File: config.mk
export PLATFORM = sky130hd
export DESIGN_NAME = seq_divider_flat
export DESIGN_NICKNAME = d
export VERILOG_FILES = /design/src/rtl/seq_divider_if.sv /design/src/rtl/seq_divider.sv /design/src/flat_wrapper.sv
export SDC_FILE = /design/constraint.sdc
export NUM_CORES = 1
export LEC_CHECK = 0
export ABC_AREA = 1
export CORE_MARGIN = 8
export CORE_UTILIZATION = 40
export CTS_BUF_LIST = sky130_fd_sc_hd__clkbuf_16
export DETAILED_ROUTE_END_ITERATION = 12
export GPL_ROUTABILITY_DRIVEN = 0
export HOLD_SLACK_MARGIN = 0.05
export PLACE_DENSITY_LB_ADDON = 0.12
export SYNTH_ARGS = -nofsm -noshare
export SYNTH_HDL_FRONTEND = slang
export SYNTH_SLANG_ARGS = --single-unit
File: constraint.sdc
create_clock -name clk -period 4 [get_ports clk]
set_input_delay 0.6 -clock clk [delete_from_list [all_inputs] [get_ports clk]]
set_output_delay 0.6 -clock clk [all_outputs]
set_load 0.03 [all_outputs]
File: src/rtl/seq_divider_if.sv
// Run/Done handshake and operand/result bus for the sequential divider.
interface seq_divider_if #(
   parameter int unsigned WIDTH = 8
);
   logic             run;
   logic [WIDTH-1:0] dividend;
   logic [WIDTH-1:0] divisor;
   logic [WIDTH-1:0] quotient;
   logic [WIDTH-1:0] remainder;
   logic             done;
   logic             div_by_zero;

   modport master (
      output run, dividend, divisor,
      input  quotient, remainder, done, div_by_zero
   );

   modport slave (
      input  run, dividend, divisor,
      output quotient, remainder, done, div_by_zero
   );
endinterface

File: src/rtl/seq_divider.sv
// Restoring divider, one quotient bit per clock, Run/Done handshake.
// Define SIGNED_DIV_EN for two's-complement operands (adds a FIXUP state).
module seq_divider #(
   parameter int unsigned WIDTH = 8
) (
   input logic          clk,
   input logic          reset,
   seq_divider_if.slave bus
);

   localparam int unsigned CNT_W = (WIDTH > 1) ? $clog2(WIDTH) : 1;

`ifdef SIGNED_DIV_EN
   typedef enum logic [1:0] {IDLE, CALC, FIXUP, DONE} state_t;
`else
   typedef enum logic [1:0] {IDLE, CALC, DONE} state_t;
`endif

   state_t             state, state_nxt;
   logic [WIDTH-1:0]   r, r_nxt;
   logic [WIDTH-1:0]   q, q_nxt;
   logic [WIDTH-1:0]   d, d_nxt;
   logic [CNT_W-1:0]   count, count_nxt;
   logic               done, done_nxt;
   logic               dbz, dbz_nxt;
   logic [WIDTH:0]     t_c, diff_c;
   logic               last_c;
   logic               div_zero_c;
`ifdef SIGNED_DIV_EN
   logic               neg_q, neg_q_nxt;
   logic               neg_r, neg_r_nxt;
   logic [WIDTH-1:0]   a_mag_c, b_mag_c;

   assign a_mag_c = bus.dividend[WIDTH-1] ? WIDTH'(-bus.dividend) : bus.dividend;
   assign b_mag_c = bus.divisor[WIDTH-1]  ? WIDTH'(-bus.divisor)  : bus.divisor;
`endif

   // Shift next dividend bit into the partial remainder and trial-subtract.
   assign t_c        = {r, q[WIDTH-1]};
   assign diff_c     = t_c - {1'b0, d};
   assign last_c     = (count == CNT_W'(WIDTH - 1));
   assign div_zero_c = (bus.divisor == '0);

   // State and datapath registers; reset wins over everything.
   always_ff @(posedge clk) begin
      if (reset) begin
         state <= IDLE;
         r     <= '0;
         q     <= '0;
         d     <= '0;
         count <= '0;
         done  <= 1'b0;
         dbz   <= 1'b0;
`ifdef SIGNED_DIV_EN
         neg_q <= 1'b0;
         neg_r <= 1'b0;
`endif
      end else begin
         state <= state_nxt;
         r     <= r_nxt;
         q     <= q_nxt;
         d     <= d_nxt;
         count <= count_nxt;
         done  <= done_nxt;
         dbz   <= dbz_nxt;
`ifdef SIGNED_DIV_EN
         neg_q <= neg_q_nxt;
         neg_r <= neg_r_nxt;
`endif
      end
   end

   // Next-state logic.
   always_comb begin
      state_nxt = state;
      case (state)
         IDLE: if (bus.run) state_nxt = div_zero_c ? DONE : CALC;
`ifdef SIGNED_DIV_EN
         CALC:  if (last_c) state_nxt = FIXUP;
         FIXUP: state_nxt = DONE;
`else
         CALC:  if (last_c) state_nxt = DONE;
`endif
         DONE: if (!bus.run) state_nxt = IDLE;
         default: state_nxt = IDLE;
      endcase
   end

   // Next values for datapath and status registers.
   always_comb begin
      r_nxt     = r;
      q_nxt     = q;
      d_nxt     = d;
      count_nxt = count;
      done_nxt  = done;
      dbz_nxt   = dbz;
`ifdef SIGNED_DIV_EN
      neg_q_nxt = neg_q;
      neg_r_nxt = neg_r;
`endif
      case (state)
         IDLE: begin
            if (bus.run) begin
               if (div_zero_c) begin
                  q_nxt    = '1;
                  r_nxt    = bus.dividend;
                  dbz_nxt  = 1'b1;
                  done_nxt = 1'b1;
               end else begin
                  r_nxt     = '0;
                  count_nxt = '0;
`ifdef SIGNED_DIV_EN
                  q_nxt     = a_mag_c;
                  d_nxt     = b_mag_c;
                  neg_q_nxt = bus.dividend[WIDTH-1] ^ bus.divisor[WIDTH-1];
                  neg_r_nxt = bus.dividend[WIDTH-1];
`else
                  q_nxt     = bus.dividend;
                  d_nxt     = bus.divisor;
`endif
               end
            end
         end
         CALC: begin
            if (!diff_c[WIDTH]) begin
               r_nxt = diff_c[WIDTH-1:0];
               q_nxt = {q[WIDTH-2:0], 1'b1};
            end else begin
               r_nxt = t_c[WIDTH-1:0];
               q_nxt = {q[WIDTH-2:0], 1'b0};
            end
            count_nxt = CNT_W'(count + 1'b1);
`ifndef SIGNED_DIV_EN
            if (last_c) done_nxt = 1'b1;
`endif
         end
`ifdef SIGNED_DIV_EN
         FIXUP: begin
            if (neg_q) q_nxt = WIDTH'(-q);
            if (neg_r) r_nxt = WIDTH'(-r);
            done_nxt = 1'b1;
         end
`endif
         DONE: begin
            if (!bus.run) begin
               done_nxt = 1'b0;
               dbz_nxt  = 1'b0;
            end
         end
         default: ;
      endcase
   end

   assign bus.quotient    = q;
   assign bus.remainder   = r;
   assign bus.done        = done;
   assign bus.div_by_zero = dbz;

endmodule

File: src/flat_wrapper.sv
// flat-port wrapper written by rule: the top's interface ports become plain ports
module seq_divider_flat 
#(
   parameter int unsigned WIDTH = 8
)
  (clk, reset, bus_run, bus_dividend, bus_divisor, bus_quotient, bus_remainder, bus_done, bus_div_by_zero);
  seq_divider_if #(.WIDTH(WIDTH)) bus_i ();
  input logic clk;
  input logic reset;
  input wire logic [$bits(bus_i.run)-1:0] bus_run;
  input wire logic [$bits(bus_i.dividend)-1:0] bus_dividend;
  input wire logic [$bits(bus_i.divisor)-1:0] bus_divisor;
  output wire logic [$bits(bus_i.quotient)-1:0] bus_quotient;
  output wire logic [$bits(bus_i.remainder)-1:0] bus_remainder;
  output wire logic [$bits(bus_i.done)-1:0] bus_done;
  output wire logic [$bits(bus_i.div_by_zero)-1:0] bus_div_by_zero;
  assign bus_i.run = bus_run;
  assign bus_i.dividend = bus_dividend;
  assign bus_i.divisor = bus_divisor;
  assign bus_quotient = bus_i.quotient;
  assign bus_remainder = bus_i.remainder;
  assign bus_done = bus_i.done;
  assign bus_div_by_zero = bus_i.div_by_zero;
  seq_divider #(.WIDTH(WIDTH)) u_core (.clk(clk), .reset(reset), .bus(bus_i));
endmodule
==> impl_table.tex <==
\begin{tabular}{lr}
\hline
Metric & Value \\
\hline
\multicolumn{2}{l}{\textbf{Worst setup path}} \\
\quad Type of origin of the critical path & input port \\
\quad Data arrival at the endpoint of the critical path & 2.42 ns \\
\quad Worst setup path startpoint & bus\_run \\
\quad Worst-path fanout max & 24 \\
\quad Capturing element type of the critical path & flip-flop \\
\quad Start-to-end type of the worst setup path & input port to flip-flop \\
\quad Source of the worst register-to-register timing path & u\_core.bus.quotient[7] \\
\quad Slowest stage cell, crit path & sky130\_fd\_sc\_hd\_\_nor2\_2 \\
\quad Delay of the slowest critical-path stage & 0.59 ns \\
\quad Data required, critical path & 4.16 ns \\
\quad Worst-path cell chain & clkdlybuf4s50\_1, nor2\_1, nor2\_2, nand2\_1, inv\_2, nand2\_1, o211ai\_1, inv\_1 \\
\quad Library cell appearing most often on the critical path & sky130\_fd\_sc\_hd\_\_nand2\_1 \\
\multicolumn{2}{l}{\textbf{GRT}} \\
\quad Wire length of the first global-routing pass & 7.76 mm \\
\quad Maximum number of pins on one net before global-route repair & 25 \\
\quad Via count of the first global-routing pass & 1702 \\
\quad Overall global routing resource usage & 13.2\% \\
\quad Initial antenna violation count & 0 \\
\quad Overflow left after global routing & 0 \\
\multicolumn{2}{l}{\textbf{Pwr}} \\
\quad Leakage & 1.12 nW \\
\quad Worst supply voltage drop on vdd & 0.316 mV \\
\quad Total power divided by cell area & 531 nW/um\^{}2 \\
\quad Total power & 1.31 mW \\
\multicolumn{2}{l}{\textbf{Route}} \\
\quad Count of unresolved DRC violations after routing & 0 \\
\quad Total via count after detailed routing & 1845 \\
\quad 1st-pass router iterations & 4 \\
\quad Wire length reported by the detailed router & 4.71 mm \\
\quad Routed via count divided by cell count & 4.89 \\
\quad Mean routed wirelength per cell & 12.5 um \\
\quad First-iteration detailed-routing DRC count & 79 \\
\quad Count of nets left with antenna violations after detail routing & 0 \\
\multicolumn{2}{l}{\textbf{Die}} \\
\quad Die Area & 7340 um\^{}2 \\
\quad Overall die height & 85.7 um \\
\quad Width of the die & 85.7 um \\
\quad Count of pins on the block boundary & 37 \\
\quad Row cnt & 25 \\
\quad Core region area & 4690 um\^{}2 \\
\quad Initial Utilization & 41.4\% \\
\multicolumn{2}{l}{\textbf{Clock tree}} \\
\quad H-tree lvl count & 2 \\
\quad Count of buffers added by post-CTS timing repair for setup & 0 \\
\quad Clock tree from TritonCTS & done \\
\quad CTS hold repair buffers & 0 \\
\quad Buffer cell driving the clock tree root & sky130\_fd\_sc\_hd\_\_clkbuf\_16 \\
\quad Post\_cts resized & 0 \\
\quad Number of buffers inserted during clock tree synthesis & 5 \\
\quad Clock sink count & 31 \\
\quad CTS max path bufs & 2 \\
\quad Reg clk slew, reported paths & 0.05 ns \\
\quad Clock insertion delay at the later pin of the skew report & 0.27 ns \\
\multicolumn{2}{l}{\textbf{Final layout}} \\
\quad Filler Cell Count & 468 \\
\quad Synth-to-Final Area Change & 26.7\% \\
\quad Diode insertion count for antenna repair & 0 \\
\quad Final \#Nets & 352 \\
\quad Area occupied by multi-input gates & 1090 um\^{}2 \\
\quad Sequential cell area & 621 um\^{}2 \\
\quad Final design instance area without fill & 2460 um\^{}2 \\
\quad Share of cells above drive strength 1 & 7.74\% \\
\multicolumn{2}{l}{\textbf{STA}} \\
\quad Setup clock skew after layout & 0.00278 ns \\
\quad Maximum clock frequency & 444 MHz \\
\quad \# setup viols final & 0 \\
\quad Fin. max-slew vios & 0 \\
\quad Post-layout minimum cycle time & 2.25 ns \\
\quad Worst-Margin Slew & 0.763 ns \\
\quad Period utilization & 56.3\% \\
\quad Final-report hold violation count & 0 \\
\quad RSZ-0062 raised after global routing & no \\
\quad Final sum of negative setup slack & 0 ns \\
\quad Relative slew slack & 49.1\% \\
\multicolumn{2}{l}{\textbf{Logic synthesis}} \\
\quad Share of the yosys chip area belonging to registers & 32.0\% \\
\quad Syn Area/Cell & 6.79 um\^{}2 \\
\quad Area share of the largest cell type after synthesis & 32.0\% \\
\quad Most instantiated library cell after synthesis & sky130\_fd\_sc\_hd\_\_nand2\_1 \\
\quad Post-Synthesis Cell Area & 1940 um\^{}2 \\
\quad Share of synthesized registers carrying an async set or reset & 0\% \\
\quad Number of enable-type register cells in the synthesized netlist & 0 \\
\quad Commonest cells in the synthesized netlist & sky130\_fd\_sc\_hd\_\_nand2\_1 (59), sky130\_fd\_sc\_hd\_\_inv\_1 (46), sky130\_fd\_sc\_hd\_\_a21oi\_1 (34) \\
\quad Unique cell type count in the Yosys netlist & 33 \\
\quad Top cells by area, synth & sky130\_fd\_sc\_hd\_\_dfxtp\_1 (32\%), sky130\_fd\_sc\_hd\_\_nand2\_1 (11\%), sky130\_fd\_sc\_hd\_\_inv\_1 (8.9\%) \\
\quad Predominant post-synthesis flop cell & sky130\_fd\_sc\_hd\_\_dfxtp\_1 \\
\quad Total of flip-flops plus latches after synthesis & 31 \\
\quad Yosys warns & 0 \\
\quad Synthesized instance count & 286 \\
\quad Largest area contributor in the synthesized netlist & sky130\_fd\_sc\_hd\_\_dfxtp\_1 \\
\quad Nets in the synthesized netlist & 316 \\
\multicolumn{2}{l}{\textbf{Hold path}} \\
\quad HP Class & flip-flop to flip-flop \\
\quad Origin of the worst min-delay path & u\_core.bus.div\_by\_zero \\
\multicolumn{2}{l}{\textbf{Place}} \\
\quad Port Buf Inserts & 36 \\
\quad Area post-placement & 2320 um\^{}2 \\
\quad Detailed-placement wirelength estimate & 3.58 mm \\
\multicolumn{2}{l}{\textbf{Job}} \\
\quad Number of maximum-capacitance violations & 0 \\
\multicolumn{2}{l}{\textbf{Run status}} \\
\quad Outcome & finished clean \\
\hline
\end{tabular}
## per-stage QoR
step                utilization [%]  hold slack (ns)  setup WS, ns  std cells
finish                         52.5            0.449          1.75        377
global placement               49.5            0.441          1.49        369
global route                   52.5            0.478          1.52        377
floorplan                         -            0.433          1.94        286
CTS                            52.5            0.454          1.73        377
detailed placement             49.5            0.447          1.44        369
## cell families after synthesis
family          after synthesis  synth area share, %
flops                        31                 32.0
xor+xnor                      3                 1.35
simple gates                111                 27.4
compound gates               74                 20.0
fa+ha+maj                    11                 7.47
buf+inv                      56                 11.9
## final timing paths
kind | endpoint | slack [ns] | cells past startpoint
setup / recovery | u_core.count[0] | 1.75 | 8
setup reg to reg | u_core.bus.remainder[7] | 1.93 | 14
hold / removal | u_core.bus.div_by_zero | 0.45 | 2
hold reg to reg | u_core.bus.div_by_zero | 0.45 | 2
## power by group
| part | internal [mW] | switching (mW) |
|---|---|---|
| logic | 0.218 | 0.355 |
| clock network | 0.224 | 0.123 |
| registers | 0.351 | 0.0353 |
## per-layer routing
metal  share of wire [%]  vias to the layer above  GRT usage [%]
met2                  46                       36           20.4
met4                0.51                        0           4.30
met5                   0                        -              0
li1                    -                     1000              -
met1                  49                      807           16.6
met3                 4.7                        2           4.68
## placed cells by master (no fill, tap or decap), types with 2 or more instances in the layout
master and count:
sky130_fd_sc_hd__a21oi_1 34, sky130_fd_sc_hd__nand4_1 2, sky130_fd_sc_hd__o21ai_1 2, sky130_fd_sc_hd__nand2_2 5, sky130_fd_sc_hd__ha_1 10, sky130_fd_sc_hd__o21ai_0 32, sky130_fd_sc_hd__nand2_4 2, sky130_fd_sc_hd__clkbuf_16 5
sky130_fd_sc_hd__inv_1 48, sky130_fd_sc_hd__nand3b_1 6, sky130_fd_sc_hd__clkdlybuf4s50_1 36, sky130_fd_sc_hd__nand2_1 59, sky130_fd_sc_hd__dfxtp_1 31, sky130_fd_sc_hd__nor2_2 3, sky130_fd_sc_hd__inv_2 3, sky130_fd_sc_hd__nand3_1 15
sky130_fd_sc_hd__nor2_1 13, sky130_fd_sc_hd__a21oi_2 2, sky130_fd_sc_hd__xor2_1 3
## registers in the layout (all words and copies together) (netlist names)
name and count:
u_core.bus.quotient 8, u_core.d 8, u_core.bus.div_by_zero 1, u_core.count 3
u_core.bus.done 1, u_core.state 2, u_core.bus.remainder 8
## worst max-delay path, delay by kind of cell
family                 cells  cell delay, ns
AND/OR/NAND/NOR            4            0.96
buffers and inverters      3            0.78
AO/OA/AOI/OAI              1            0.08
## cell type report
type	count	area share [%]
Inverter	49	7.47
Sequential cell	31	25.2
Timing Repair Buffer	36	14.6
Clock buffer	5	5.08
Tap cell	54	2.75
Clock inverter	3	0.508
Multi-Input combinational cell	199	44.3
(Power assumes the default switching activity.)
